[src/rtl/rle_pkg.sv]
// Shared definitions for the run-length record packer: default sizes,
// run FSM state encoding and the record width helper.
package rle_pkg;

  localparam int DEF_LEN_W = 8;
  localparam int DEF_DEPTH = 4;

  typedef enum logic {
    EMPTY = 1'b0,
    RUN   = 1'b1
  } run_state_t;

  // A record is {bit value, run length}.
  function automatic int rec_width(input int len_w);
    return len_w + 1;
  endfunction

endpackage

[src/rtl/rle_run_packer_if.sv]
// Record stream from the run packer to its consumer (valid/ready handshake).
interface rle_run_packer_if
  import rle_pkg::*;
#(
  parameter int LEN_W = DEF_LEN_W
) ();

  logic             out_valid;
  logic             out_ready;
  logic             out_val;
  logic [LEN_W-1:0] out_len;

  modport master (
    output out_valid,
    output out_val,
    output out_len,
    input  out_ready
  );

  modport slave (
    input  out_valid,
    input  out_val,
    input  out_len,
    output out_ready
  );

endinterface

[src/rtl/rle_fifo.sv]
// Synchronous FIFO for run records. A push while full is accepted only when
// a pop happens in the same cycle; the head is read straight from storage.
module rle_fifo #(
  parameter int WIDTH = 9,
  parameter int DEPTH = 4
) (
  input  logic             clk,
  input  logic             rst,
  input  logic             push,
  input  logic [WIDTH-1:0] din,
  input  logic             pop,
  output logic [WIDTH-1:0] dout,
  output logic             full,
  output logic             empty
);

  localparam int AW = (DEPTH > 1) ? $clog2(DEPTH) : 1;
  localparam logic [AW:0] FULL_COUNT = (AW+1)'(DEPTH);

  logic [WIDTH-1:0] mem [DEPTH];
  logic [AW-1:0]    wr_ptr;
  logic [AW-1:0]    rd_ptr;
  logic [AW:0]      count;
  logic             do_push;
  logic             do_pop;

  assign empty   = (count == '0);
  assign full    = (count == FULL_COUNT);
  assign do_pop  = pop && !empty;
  assign do_push = push && (!full || do_pop);
  assign dout    = mem[rd_ptr];

  // DEPTH is a power of two, so the pointers wrap naturally.
  always_ff @(posedge clk) begin
    if (rst) begin
      wr_ptr <= '0;
      rd_ptr <= '0;
      count  <= '0;
    end else begin
      if (do_push) wr_ptr <= wr_ptr + 1'b1;
      if (do_pop)  rd_ptr <= rd_ptr + 1'b1;
      case ({do_push, do_pop})
        2'b10:   count <= count + 1'b1;
        2'b01:   count <= count - 1'b1;
        default: count <= count;
      endcase
    end
  end

  always_ff @(posedge clk) begin
    if (do_push) mem[wr_ptr] <= din;
  end

endmodule

[src/rtl/rle_run_packer.sv]
// Closes runs of identical bits into {bit, length} records and queues them
// for a valid/ready consumer. Optional drop counter: RLE_DROP_CNT_EN.
module rle_run_packer
  import rle_pkg::*;
#(
  parameter int LEN_W = DEF_LEN_W,
  parameter int DEPTH = DEF_DEPTH
) (
  input  logic clk,
  input  logic rst,
  input  logic in_bit,
  input  logic rep_bit,
  input  logic flush,
  rle_run_packer_if.master out_if,
  output logic overflow
`ifdef RLE_DROP_CNT_EN
  ,
  output logic [7:0] drop_cnt
`endif
);

  localparam int               REC_W   = rec_width(LEN_W);
  localparam logic [LEN_W-1:0] MAX_LEN = '1;
  localparam logic [LEN_W-1:0] ONE_LEN = {{(LEN_W-1){1'b0}}, 1'b1};

  run_state_t       state;
  run_state_t       next_state;
  logic             cur_bit;
  logic             next_cur_bit;
  logic [LEN_W-1:0] run_len;
  logic [LEN_W-1:0] next_run_len;
  logic             emit;
  logic [REC_W-1:0] emit_rec;
  logic [REC_W-1:0] head_rec;
  logic             fifo_full;
  logic             fifo_empty;
  logic             pop;
  logic             drop;

  always_ff @(posedge clk) begin
    if (rst) begin
      state   <= EMPTY;
      cur_bit <= 1'b0;
      run_len <= '0;
    end else begin
      state   <= next_state;
      cur_bit <= next_cur_bit;
      run_len <= next_run_len;
    end
  end

  // rep_bit is trusted as-is; it only matters while a run is open.
  always_comb begin
    next_state   = state;
    next_cur_bit = cur_bit;
    next_run_len = run_len;
    emit         = 1'b0;
    emit_rec     = {cur_bit, run_len};
    case (state)
      EMPTY: begin
        if (!flush) begin
          next_state   = RUN;
          next_cur_bit = in_bit;
          next_run_len = ONE_LEN;
        end
      end
      RUN: begin
        if (flush) begin
          emit         = 1'b1;
          next_state   = EMPTY;
          next_run_len = '0;
        end else if (rep_bit) begin
          if (run_len == MAX_LEN) begin
            emit         = 1'b1;
            next_run_len = ONE_LEN;
          end else begin
            next_run_len = run_len + 1'b1;
          end
        end else begin
          emit         = 1'b1;
          next_cur_bit = in_bit;
          next_run_len = ONE_LEN;
        end
      end
      default: begin
        next_state   = EMPTY;
        next_run_len = '0;
      end
    endcase
  end

  assign pop  = !fifo_empty && out_if.out_ready;
  assign drop = emit && fifo_full && !pop;

  rle_fifo #(
    .WIDTH (REC_W),
    .DEPTH (DEPTH)
  ) u_fifo (
    .clk   (clk),
    .rst   (rst),
    .push  (emit),
    .din   (emit_rec),
    .pop   (pop),
    .dout  (head_rec),
    .full  (fifo_full),
    .empty (fifo_empty)
  );

  // Head fields read as zero while nothing is buffered.
  assign out_if.out_valid = !fifo_empty;
  assign out_if.out_val   = fifo_empty ? 1'b0 : head_rec[REC_W-1];
  assign out_if.out_len   = fifo_empty ? '0 : head_rec[LEN_W-1:0];

  always_ff @(posedge clk) begin
    if (rst) overflow <= 1'b0;
    else if (drop) overflow <= 1'b1;
  end

`ifdef RLE_DROP_CNT_EN
  always_ff @(posedge clk) begin
    if (rst) drop_cnt <= 8'd0;
    else if (drop && (drop_cnt != 8'hFF)) drop_cnt <= drop_cnt + 8'd1;
  end
`endif

endmodule

[src/flat_wrapper.sv]
// flat-port wrapper written by rule: the top's interface ports become plain ports
module rle_run_packer_flat import rle_pkg::*;
#(
  parameter int LEN_W = DEF_LEN_W,
  parameter int DEPTH = DEF_DEPTH
)
  (clk, rst, in_bit, rep_bit, flush, overflow, out_if_out_valid, out_if_out_val, out_if_out_len, out_if_out_ready);
  rle_run_packer_if #(.LEN_W(LEN_W)) out_if_i ();
  input  logic clk;
  input  logic rst;
  input  logic in_bit;
  input  logic rep_bit;
  input  logic flush;
  output logic overflow;
  output wire logic [$bits(out_if_i.out_valid)-1:0] out_if_out_valid;
  output wire logic [$bits(out_if_i.out_val)-1:0] out_if_out_val;
  output wire logic [$bits(out_if_i.out_len)-1:0] out_if_out_len;
  input wire logic [$bits(out_if_i.out_ready)-1:0] out_if_out_ready;
  assign out_if_out_valid = out_if_i.out_valid;
  assign out_if_out_val = out_if_i.out_val;
  assign out_if_out_len = out_if_i.out_len;
  assign out_if_i.out_ready = out_if_out_ready;
  rle_run_packer #(.LEN_W(LEN_W), .DEPTH(DEPTH)) u_core (.clk(clk), .rst(rst), .in_bit(in_bit), .rep_bit(rep_bit), .flush(flush), .out_if(out_if_i), .overflow(overflow));
endmodule
[config.mk]
export PLATFORM = sky130hd
export DESIGN_NAME = rle_run_packer_flat
export DESIGN_NICKNAME = d
export VERILOG_FILES = /design/src/rtl/rle_pkg.sv /design/src/rtl/rle_run_packer_if.sv /design/src/rtl/rle_fifo.sv /design/src/rtl/rle_run_packer.sv /design/src/flat_wrapper.sv
export SDC_FILE = /design/constraint.sdc
export NUM_CORES = 1
export LEC_CHECK = 0
export CAP_MARGIN = 20
export CORE_AREA = 3 3 79 81
export DETAILED_ROUTE_END_ITERATION = 6
export DIE_AREA = 0 0 82 84
export PLACE_DENSITY = 0.72
export RECOVER_POWER = 100
export SETUP_SLACK_MARGIN = 0.05
export SLEW_MARGIN = 20
export SYNTH_ARGS = -nofsm -noshare
export SYNTH_HDL_FRONTEND = slang
export SYNTH_SLANG_ARGS = --single-unit
[constraint.sdc]
create_clock -name clk -period 2 [get_ports clk]
set_input_delay 0.4 -clock clk [delete_from_list [all_inputs] [get_ports clk]]
set_output_delay 0.4 -clock clk [all_outputs]
set_load 0.02 [all_outputs]
; ---- Word level (Yosys, flattened, before mapping)
; Memories as Yosys holds them, arrays and structs flattened. A register that Yosys moved wholly into a read port is not among the register bits.
; Cells that the tools add are included.
; Widths: inputs -> output; s select.
[word_totals]
regBits = 18
ramBits = 36
in_bits = 6
out_inout_bits = 11
word_cells = 54
memories = 1
[classes]
add_sub_neg = 5
eq_ne = 7
n_mux = 21
bitwise_logic = 1
n_reduce_logical = 12
[memory_table]
columns = memory, depth, width, read_ports, rd_clocked_by_memory_dff, wr, line_no
row1 = u_core.u_fifo.mem, 4, 9, 1, 1, 1, rle_fifo.sv:20  ; logic [WIDTH-1:0] mem [DEPTH];
[op_table]
columns = cell, count
row1 = $mux 8, 5
row2 = $pmux 8 s2, 1
row3 = $mux 1, 11
row4 = $add 8x1->8 const B, 1
row5 = $eq 8x8->1 const B, 1
row6 = $ne 2x2->1 const B, 3
row7 = $pmux 3 s2, 1
row8 = $logic_and 1x1->1, 5
row9 = $add 2x1->2 const B, 2
row10 = $mux 2, 2
row11 = $add 3x1->3 const B, 1
row12 = $eq 3x3->1 const B, 1
row13 = $logic_not 1->1, 3
row14 = $logic_not 3->1, 1
row15 = $reduce_and 3->1, 1
row16 = $sub 3x1->3 const B, 1
row17 = $eq 2x1->1 const B, 1
row18 = $eq 2x2->1 const B, 1
row19 = $pmux 1 s2, 1
row20 = $reduce_bool 2->1, 1
row21 = $logic_or 1x1->1, 1
row22 = $not 1->1, 1

; ---- Longest topological paths before layout
; Gate-level depths: netlist (run 1).
[depth]
depth_word = 8
mapped_depth = 9
ltp_nobuf = 9

; ---- Modules after synthesis
; From an unflattened synthesis (run 1), not the netlist that was laid out.
[hier_totals]
cells_unflattened = 179
hier_area_um2 = 2426.1
[modules_own_cells]
columns = module, instances, cells_each, area_each_um2, seq_area_each_um2
row1 = rle_fifo, 1, 101, 1788.0, 1261.2
row2 = rle_run_packer, 1, 78, 638.1, 220.2

; ---- Worst setup path before layout (run 1)
; No wires, ideal clock.
[synth_path]
path_kind = reg2reg
startpoint = register u_core.run_len[0]
endpoint = register u_core.u_fifo.count[2]
setup_ns = 0.121
arrival_ns = 2.011
required_time_ns = 1.879
slack_ns = -0.132
stages_incl_launch_ff = 10
n_path_buf = 0
synth_period_minus_slack_ns = 2.132
path_cell_list = dfxtp_1 -> ha_1 -> nand3_1 -> o21ai_2 -> a21oi_1 -> inv_1 -> fa_1 -> nor3_1 -> a22oi_1 -> mux2_2
[synth_between]
elab_chain_len = 8
elab_cells_between_ends = 10
classes_between = eq/ne (3) / mux (5) / reduce/logical (2)
[synth_rtl]
columns = item, line_no
row1 = from (decl), rle_run_packer.sv:30  ; logic [LEN_W-1:0] run_len;
row2 = from (signal assigned), rle_run_packer.sv:48  ; run_len <= next_run_len;
row3 = $eq 8x8->1 (*), rle_run_packer.sv:73  ; if (run_len == MAX_LEN) begin
row4 = $mux 1 (*), rle_run_packer.sv:73
row5 = $mux 1 (*), rle_run_packer.sv:72  ; end else if (rep_bit) begin
row6 = $mux 1 (*), rle_run_packer.sv:68  ; if (flush) begin
row7 = $mux 1 (*), rle_run_packer.sv:59  ; case (state)
row8 = $logic_and 1x1->1 (*), rle_fifo.sv:30  ; assign do_push = push && (!full || do_pop);
row9 = $eq 2x1->1 / $eq 2x2->1 (equally long branches), rle_fifo.sv:42  ; case ({do_push, do_pop})
row10 = $pmux 3 s2 / $reduce_bool 2->1 (equally long branches), n/a
row11 = to (signal assigned), rle_fifo.sv:43  ; 2'b10: count <= count + 1'b1;
row12 = to (signal assigned), rle_fifo.sv:44  ; 2'b01: count <= count - 1'b1;
row13 = to (signal assigned), rle_fifo.sv:45  ; default: count <= count;
row14 = to (decl), rle_fifo.sv:23  ; logic [AW:0] count;
; Every way passes the cells marked *; elsewhere a longest branch is shown, timed or not.
; A chain may end at the register's enable or synchronous reset.

==> results of run 1 <==
-- tightest hold or removal path, cell delays in order, from the launching register on --
cell and delay (ns):
dfxtp_1 0.33, a21oi_1 0.04, nor2_1 0.07
-- worst max-delay path by stage --
stage	startpoint	to	cells past startpoint
global route	register	out_if_out_len[4]	4
floorplan	u_core.run_len[1]	u_core.u_fifo.count[2]	8
detailed placement	rep_bit	u_core.u_fifo.count[2]	8
global placement	rep_bit	u_core.u_fifo.count[2]	8
finish	register	out_if_out_len[2]	4
CTS	register	out_if_out_len[7]	5
-- report_power, final --
part	leakage, nW	internal [mW]	switching (mW)	total [mW]
sequential	0.488	1.31	0.0525	1.36
combinational	0.556	0.840	0.656	1.50
clock	0.0524	0.375	0.336	0.711
total	1.10	2.52	1.04	3.56
-- final cells by class --
type / count / area share, %
Clock inverter: 1 / 0.9848
Timing Repair Buffer: 48 / 13.34
Sequential cell: 56 / 48.71
Multi-Input combinational cell: 106 / 30.65
Tap cell: 72 / 2.954
Clock buffer: 7 / 2.503
Inverter: 7 / 0.8617
-- state kept, by name, indices dropped and copies added, names as in the netlist, named ones only --
register	flops
u_core.overflow	1
u_core.u_fifo.count	3
u_core.run_len	8
u_core.state	1
u_core.u_fifo.wr_ptr	2
u_core.u_fifo.mem	36
u_core.cur_bit	1
u_core.u_fifo.rd_ptr	2
-- Yosys cell counts, types with 2 or more instances --
cell type / number / share of area, %
or3_1: 2 / 0.52
mux2i_1: 2 / 0.84
nor2b_1: 3 / 0.78
xnor2_1: 3 / 1.1
a21oi_1: 7 / 1.5
ha_1: 5 / 2.6
nand2_1: 7 / 1.1
and2_1: 9 / 2.4
nand3_1: 4 / 0.84
clkbuf_1: 3 / 0.47
nor2_1: 20 / 3.1
mux2_1: 2 / 0.94
o21ai_0: 4 / 0.84
mux4_2: 9 / 8.5
and2_2: 5 / 1.6
inv_1: 7 / 1.1
dfxtp_1: 20 / 17
edfxtp_1: 36 / 45
-- stage by stage --
step | setup slack, ns | setup TNS [ns] | utilization (%) | cell area (µm²)
finish | 0.02076 | 0 | 55.04 | 3049
global route | -0.03094 | -0.5064 | 55.04 | 3049
CTS | -0.07015 | -0.2909 | 55.40 | 3069
detailed placement | -0.3965 | -9.264 | 51.63 | 2860
global placement | -0.3560 | -8.915 | 51.63 | 2860
floorplan | 0.05392 | 0 | - | 2406
-- routing by layer --
metal | share of wire (%) | track usage, %
met3 | 3.0 | 2.916
met4 | 1.7 | 5.438
met2 | 52 | 22.19
met1 | 44 | 17.18
met5 | 0 | 0
-- cells by family (layout without fill, tap and decap cells) --
group	Yosys count	in the layout
AOI/OAI and AO/OA	20	20
xor gates and xnor gates	4	4
adders and majority gates	6	6
buffers and inverters	12	63
DFF	56	56
muxes	14	14
and+or+nand+nor	62	62
-- what timing repair did --
action,CTS,global route
setup buffers,2,3
cloned,1,0
setup endpoints to repair,16,44
pin swaps,12,4
resized for setup,72,11
==> results_dict.tcl, run 1 <==
set metrics [dict create \
    cts_tree "yes" \
    crit_fanout 5 \
    numClockSinks 56 \
    crit_path_start_kind "register" \
    mostFrequentLayoutCell "edfxtp_1" \
    grt_max_degree 17 \
    r2r_end "u_core.u_fifo.count[2]" \
    gp_congestion 0.7835 \
    cp-end-kind "primary output" \
    finalHoldViolations 0 \
    syn2layout_area_growth_pct 27.46 \
    synth_edf_count 36 \
    start_util_pct 43.18 \
    drt-pass1-iter-count 4 \
    synth_top_family_by_area "simple AND/OR/NAND/NOR gates" \
    drt_iter0_markers 65 \
    fp.dieArea_um2 6888 \
    cp_data_required_time_ns 1.60 \
    min_to "u_core.overflow" \
    hold_path_class "reg -> reg" \
    wirelength_mm 4.218 \
    core-area_um2 5540 \
    drive_above_1_share_pct 34.22 \
    regToRegSetupSlack_ns 0.09 \
    finalCritPeriodShare_pct 98.96 \
    num_rows 27 \
    path_delay_family "multiplexers" \
    path_buf_inv 2 \
    antenna_found_initial 0 \
    setup_viol 0 \
    track_usage_pct 13.57 \
    synth_flop_cell "edfxtp_1" \
    p_per_area_nw_per_um2 1169 \
    rr_worst_depth 9 \
    outcome "completed" \
    cp_cell_sequence "buf_12 -> mux4_2 -> and2_4 -> buf_6" \
    multi_input_area_um2 934.6 \
    port_buffers 16 \
    synthAdderAreaFrac_pct 3.452 \
    muxShareOfSynthArea_pct 10.72 \
    vias 1523 \
    ant_nets 0 \
    final_cell_mix "36 x edfxtp_1, 20 x nor2_1, 19 x dfxtp_1, 18 x buf_4, 14 x and2_4" \
    die_x_um 82 \
    timing.fmax_mhz 505.2 \
    peakVddDrop_mv 0.5652 \
    whs_path_depth 2 \
    ioPinCount 17 \
    grt-ovfl-total 0 \
    relSlewSlack_pct 64.63 \
    drc 0 \
    slowest_stage "mux4_2" \
    async_flop_share_pct 0 \
    post_drt_via_cell_ratio 5.128 \
    synth_xor_area_share_pct 1.464 \
    fin_cells 297 \
    first_global_vias 1429 \
    regArea_um2 1485 \
    diodes 0 \
    arrival_ns 1.58 \
    synth_cell_types 44 \
    die_y_um 84 \
    drv_slew 0 \
    synth.yosys.seq_area_share_pct 61.92 \
    r2r-start "u_core.run_len[1]" \
    cts_hold_buf 0 \
    fin_crit_ns 1.979 \
    syn_area_per_cell_um2 13.75 \
    yosys_warnings 0 \
    total_power_mw 3.564 \
    netlist_instances 174 \
    dp_hpwl_mm 2.911 \
    ys_ff_latch 56 \
    h-tree-depth 2 \
    syn_area_um2 2392 \
    cap_viol_max_count 0 \
    p_leak_nw 1.097 \
    synthSimpleGateAreaFrac_pct 15.06 \
    place_inst 284 \
    grt_pass1_wl_mm 6.982 \
    worst_clock_skew_ns 0.008252 \
    root_buffer "clkbuf_8" \
    min_from "u_core.overflow" \
    layout.nets 236 \
    path_clk_slew_ns 0.09 \
    rsz0062_at_grt "yes" \
    wl_per_cell_um 14.20 \
    holdWs_ns 0.4688 \
    max_stage_delay_ns 0.50 \
    tightest_slew_ns 0.5305 \
    fill_cells 477 \
    cts_buffers 5 \
    crit_type "reg -> out" \
    synth_compound_area_share_pct 5.282 \
    clock_path_buffers 2 \
    synth_fp_nets 186 \
    clk_latency_ns 0.30 \
]
(Power assumes the default switching activity.)
==> inputs of run 2 (changes only) <==
--- a/config.mk
+++ b/config.mk
@@ -7,6 +7,7 @@
 export LEC_CHECK = 0
 export CAP_MARGIN = 20
 export CORE_AREA = 3 3 79 81
+export CTS_BUF_LIST = sky130_fd_sc_hd__clkbuf_4
 export DETAILED_ROUTE_END_ITERATION = 6
 export DIE_AREA = 0 0 82 84
 export PLACE_DENSITY = 0.72
==> results_dict.tcl, run 2 (synthesis gave the netlist of run 1 again) <==
set metrics [dict create \
    outcome "finished with violations" \
    violations "negative setup slack" \
    drive_above_1_share_pct 32.29 \
    reg_top3 "u_core.u_fifo.mem (36), u_core.run_len (8), u_core.u_fifo.count (3)" \
    cp_data_required_time_ns 1.60 \
    numClockSinks 56 \
    layout.nets 234 \
    tightest_slew_ns 0.5486 \
    hold_path_class "reg -> reg" \
    grt_pass1_wl_mm 6.941 \
    gp_congestion 0.7835 \
    setup_viol 10 \
    rsz0062_at_grt "yes" \
    peakVddDrop_mv 0.4819 \
    post_drt_via_cell_ratio 5.139 \
    crit_path_start_kind "register" \
    h-tree-depth 2 \
    cap_viol_max_count 0 \
    num_rows 27 \
    ioPinCount 17 \
    rr_worst_depth 8 \
    drt_iter0_markers 55 \
    vias 1516 \
    mostFrequentLayoutCell "edfxtp_1" \
    fp.dieArea_um2 6888 \
    crit_fanout 5 \
    root_buffer "clkbuf_4" \
    cts_tree "yes" \
    track_usage_pct 13.44 \
    r2r-start "u_core.run_len[1]" \
    diodes 0 \
    drv_slew 0 \
    min_to "u_core.overflow" \
    dp_hpwl_mm 2.911 \
    antenna_found_initial 0 \
    largest_register_ffs 36 \
    finalCritPeriodShare_pct 103.2 \
    first_global_vias 1431 \
    crit_type "reg -> out" \
    whs_path_depth 2 \
    die_x_um 82 \
    syn2layout_area_growth_pct 24.22 \
    drc 0 \
    dpl_worst_slack_ns -0.3965 \
    min_from "u_core.overflow" \
    top_register "u_core.u_fifo.mem" \
    grt-ovfl-total 0 \
    wl_per_cell_um 14.01 \
    total_power_mw 3.356 \
    cp-end-kind "primary output" \
    grt_max_degree 17 \
    clk_latency_ns 0.36 \
    finalHoldViolations 0 \
    final_cell_mix "36 x edfxtp_1, 20 x nor2_1, 18 x dfxtp_1, 13 x and2_4, 13 x buf_4" \
    wirelength_mm 4.133 \
    ant_nets 0 \
    relSlewSlack_pct 63.43 \
    start_util_pct 43.18 \
    r2r_end "u_core.u_fifo.count[2]" \
    port_buffers 16 \
    p_leak_nw 1.063 \
    path_clk_slew_ns 0.15 \
    die_y_um 84 \
    timing.fmax_mhz 484.3 \
    fin_crit_ns 2.065 \
    setup_ws_ns -0.06478 \
    drt-pass1-iter-count 4 \
    core-area_um2 5540 \
    cts_buffers 5 \
    p_per_area_nw_per_um2 1129 \
    arrival_ns 1.66 \
    regToRegSetupSlack_ns 0.03 \
    worst_clock_skew_ns 0.01330 \
    clock_path_buffers 2 \
]
==> run 2: changes by cell type in the layout (fill, tap and decap cells not counted), moves of 2 or more <==
| cell | delta |
|---|---|
| buf_4 | -5 |
| clkdlybuf4s50_1 | +2 |
| clkbuf_4 | +10 |
| clkbuf_8 | -5 |
==> run 2: worst max path at each step <==
stage                            startpoint                      to  slack, ns  depth (start not counted)
final                              register       out_if_out_len[2]      -0.06                          4
after global routing               register       out_if_out_len[4]      -0.12                          4
after CTS                          register       out_if_out_len[7]      -0.15                          5
after detailed placement            rep_bit  u_core.u_fifo.count[2]      -0.40                          8
after global placement              rep_bit  u_core.u_fifo.count[2]      -0.36                          8
after floorplan           u_core.run_len[1]  u_core.u_fifo.count[2]       0.05                          8
==> run 2: critical path, stage by stage, from the launching register on <==
cell and delay, ns:
dfxtp_4 0.40, buf_12 0.12, mux4_2 0.50, and2_4 0.15, buf_6 0.12
==> run 2: cell type report <==
class	instances	area, µm²
Fill cell	499	2569
Clock inverter	1	30.03
Tap cell	72	90.09
Multi-Input combinational cell	106	894.6
Clock buffer	7	52.55
Sequential cell	56	1486
Timing Repair Buffer	46	391.6
Inverter	7	26.28
==> run 2: power breakdown <==
part	leakage, nW	switching (mW)	internal (mW)
combinational	0.528	0.613	0.766
sequential	0.489	0.0520	1.31
clock	0.0463	0.324	0.293
==> run 2: through the flow <==
step / TNS, ns / utilization, % / cell area (µm²) / std cells / hold WS (ns)
2_1_floorplan: 0 / - / 2406 / 174 / 0.4594
3_3_place_gp: -8.915 / 51.63 / 2860 / 284 / 0.4565
3_5_place_dp: -9.264 / 51.63 / 2860 / 284 / 0.4579
4_1_cts: -1.036 / 54.38 / 3013 / 294 / 0.4914
5_1_grt: -2.280 / 53.64 / 2972 / 295 / 0.5069
6_report: -0.4353 / 53.64 / 2972 / 295 / 0.4788
==> run 2: what timing repair did <==
action	CTS	global route
hold buffers	0	0
gates resized for setup	63	11
endpoints found under the setup margin	20	29
hold endpoints to repair	0	0
buffers inserted	1	2
pin swaps	7	4
cloned	1	0
==> run 2: metal layers <==
layer	wire length (µm)	up-vias	track usage, %
met5	0	-	0
met4	64	0	4.532
met3	205	6	3.240
met2	2132	34	21.82
met1	1730	746	17.32
li1	-	730	-
==> inputs of run 3 (changes only) <==
--- a/config.mk
+++ b/config.mk
@@ -10,7 +10,9 @@
 export CTS_BUF_LIST = sky130_fd_sc_hd__clkbuf_4
 export DETAILED_ROUTE_END_ITERATION = 6
 export DIE_AREA = 0 0 82 84
-export PLACE_DENSITY = 0.72
+export DONT_BUFFER_PORTS = 1
+export GPL_TIMING_DRIVEN = 0
+export PLACE_DENSITY = 0.68
 export RECOVER_POWER = 100
 export SETUP_SLACK_MARGIN = 0.05
 export SLEW_MARGIN = 20
==> results_dict.tcl, run 3 (synthesis gave the netlist of run 1 again) <==
set metrics [dict create \
    finalCritPeriodShare_pct 100.5 \
    p_per_area_nw_per_um2 1100 \
    path_clk_slew_ns 0.15 \
    track_usage_pct 13.68 \
    arrival_ns 1.61 \
    syn2layout_area_growth_pct 12.60 \
    start_util_pct 43.18 \
    num_rows 27 \
    vias 1360 \
    place_inst 246 \
    setup_viol 2 \
    tns_ns -0.01092 \
    grt_max_degree 17 \
    whs_path_depth 1 \
    p_leak_nw 0.9005 \
    top_usage_layer "met2" \
    ant_nets 0 \
    tightest_slew_ns 0.5187 \
    cts_hold_buf 0 \
    numClockSinks 56 \
    total_power_mw 2.963 \
    first_global_vias 1414 \
    wirelength_mm 4.168 \
    clock_path_buffers 2 \
    r2r-start "u_core.run_len[5]" \
    min_to "u_core.state" \
    largest_register_ffs 36 \
    final_cell_mix "36 x edfxtp_1, 20 x nor2_1, 17 x dfxtp_1, 13 x and2_4, 9 x mux4_2" \
    hold_path_class "in -> reg" \
    fp.dieArea_um2 6888 \
    root_buffer "clkbuf_4" \
    drc 0 \
    mostFrequentLayoutCell "edfxtp_1" \
    violations "negative setup slack" \
    regToRegSetupSlack_ns 0.04 \
    layout.nets 200 \
    crit_type "reg -> out" \
    ioPinCount 17 \
    cap_viol_max_count 0 \
    drive_above_1_share_pct 29.10 \
    utilization_pct 48.62 \
    die_y_um 84 \
    cts_tree "yes" \
    fill_cells 524 \
    dp_hpwl_mm 2.768 \
    fin_crit_ns 2.010 \
    grt-ovfl-total 0 \
    rsz0062_at_grt "yes" \
    finalHoldViolations 0 \
    r2r_end "u_core.u_fifo.count[2]" \
    reg_top3 "u_core.u_fifo.mem (36), u_core.run_len (8), u_core.u_fifo.count (3)" \
    outcome "finished with violations" \
    relSlewSlack_pct 65.33 \
    cts_buffers 5 \
    cp_data_required_time_ns 1.60 \
    timing.fmax_mhz 497.5 \
    grt_pass1_wl_mm 7.086 \
    peakVddDrop_mv 0.4629 \
    crit_fanout 5 \
    setup_ws_ns -0.009918 \
    use_met1_pct 17.18 \
    fin_cells 261 \
    h-tree-depth 2 \
    diodes 0 \
    crit_path_start_kind "register" \
    worst_clock_skew_ns 0.01379 \
    post_drt_via_cell_ratio 5.211 \
    drt_iter0_markers 47 \
    port_buffers 0 \
    min_from "flush" \
    core-area_um2 5540 \
    wl_per_cell_um 15.97 \
    antenna_found_initial 0 \
    die_x_um 82 \
    clk_latency_ns 0.37 \
    drv_slew 0 \
    drt-pass1-iter-count 4 \
    top_register "u_core.u_fifo.mem" \
    gr-usage-met2_pct 22.26 \
    cp-end-kind "primary output" \
    gp_congestion 0.7730 \
    use_met3_pct 3.672 \
    rr_worst_depth 8 \
]
## run 3: changes by cell type in the layout (fill, tap and decap cells not counted), sizes merged
cell	delta
buf	-20
clkdlybuf4s50	-4
dlygate4sd3	-2
clkinvlp	+1
clkbuf	-8
dlygate4sd2	-1
## run 3: through the flow
stage	hold WS (ns)	cell area (µm²)	setup WS [ns]
global placement	0.4736	2496	-0.07232
detailed placement	0.4764	2496	-0.08226
floorplan	0.4594	2406	0.05392
finish	0.08929	2694	-0.009918
global route	0.05469	2694	-0.09654
CTS	0.06315	2715	-0.04337
## run 3: cell type report
cell class	instances	area, µm²	area share [%]
plain buffers	4	26.28	0.9754
clock buffers	6	45.04	1.672
clock inverters	2	35.03	1.301
inverters	7	26.28	0.9754
multi-input cells	106	933.4	34.65
flip-flops and latches	56	1485	55.13
well taps	72	90.09	3.344
repair buffers	8	52.55	1.951
## run 3: power breakdown
group	switching, mW	leakage (nW)	internal, mW
combinational	0.533	0.370	0.465
sequential	0.0653	0.489	1.30
clock	0.322	0.0418	0.275
total	0.920	0.900	2.04
## run 3: repair_timing
item,in CTS,in global routing
resized for setup,39,5
cloned,1,0
pin swaps,6,5
endpoints found under the hold margin,0,0
buffers inserted,6,1
setup endpoints to repair,48,21
## run 3: critical path, cell delays in order (launching register included)
cell and delay [ns]:
dfxtp_2 0.39, buf_6 0.14, mux4_2 0.51, and2_4 0.20
## run 3: routing by layer
| metal | up-vias | share of wire [%] |
|---|---|---|
| li1 | 663 | - |
| met4 | 0 | 1.8 |
| met2 | 23 | 51 |
| met1 | 669 | 42 |
| met5 | - | 0 |
| met3 | 5 | 4.6 |
## run 3: worst max-delay path by stage
stage,depth (start not counted),to,slack [ns]
5_1_grt,3,out_if_out_len[3],-0.1
4_1_cts,3,out_if_out_len[2],-0.04
3_3_place_gp,8,u_core.u_fifo.count[2],-0.07
2_1_floorplan,8,u_core.u_fifo.count[2],0.05
6_report,3,out_if_out_len[2],-0.01
3_5_place_dp,8,u_core.u_fifo.count[2],-0.08
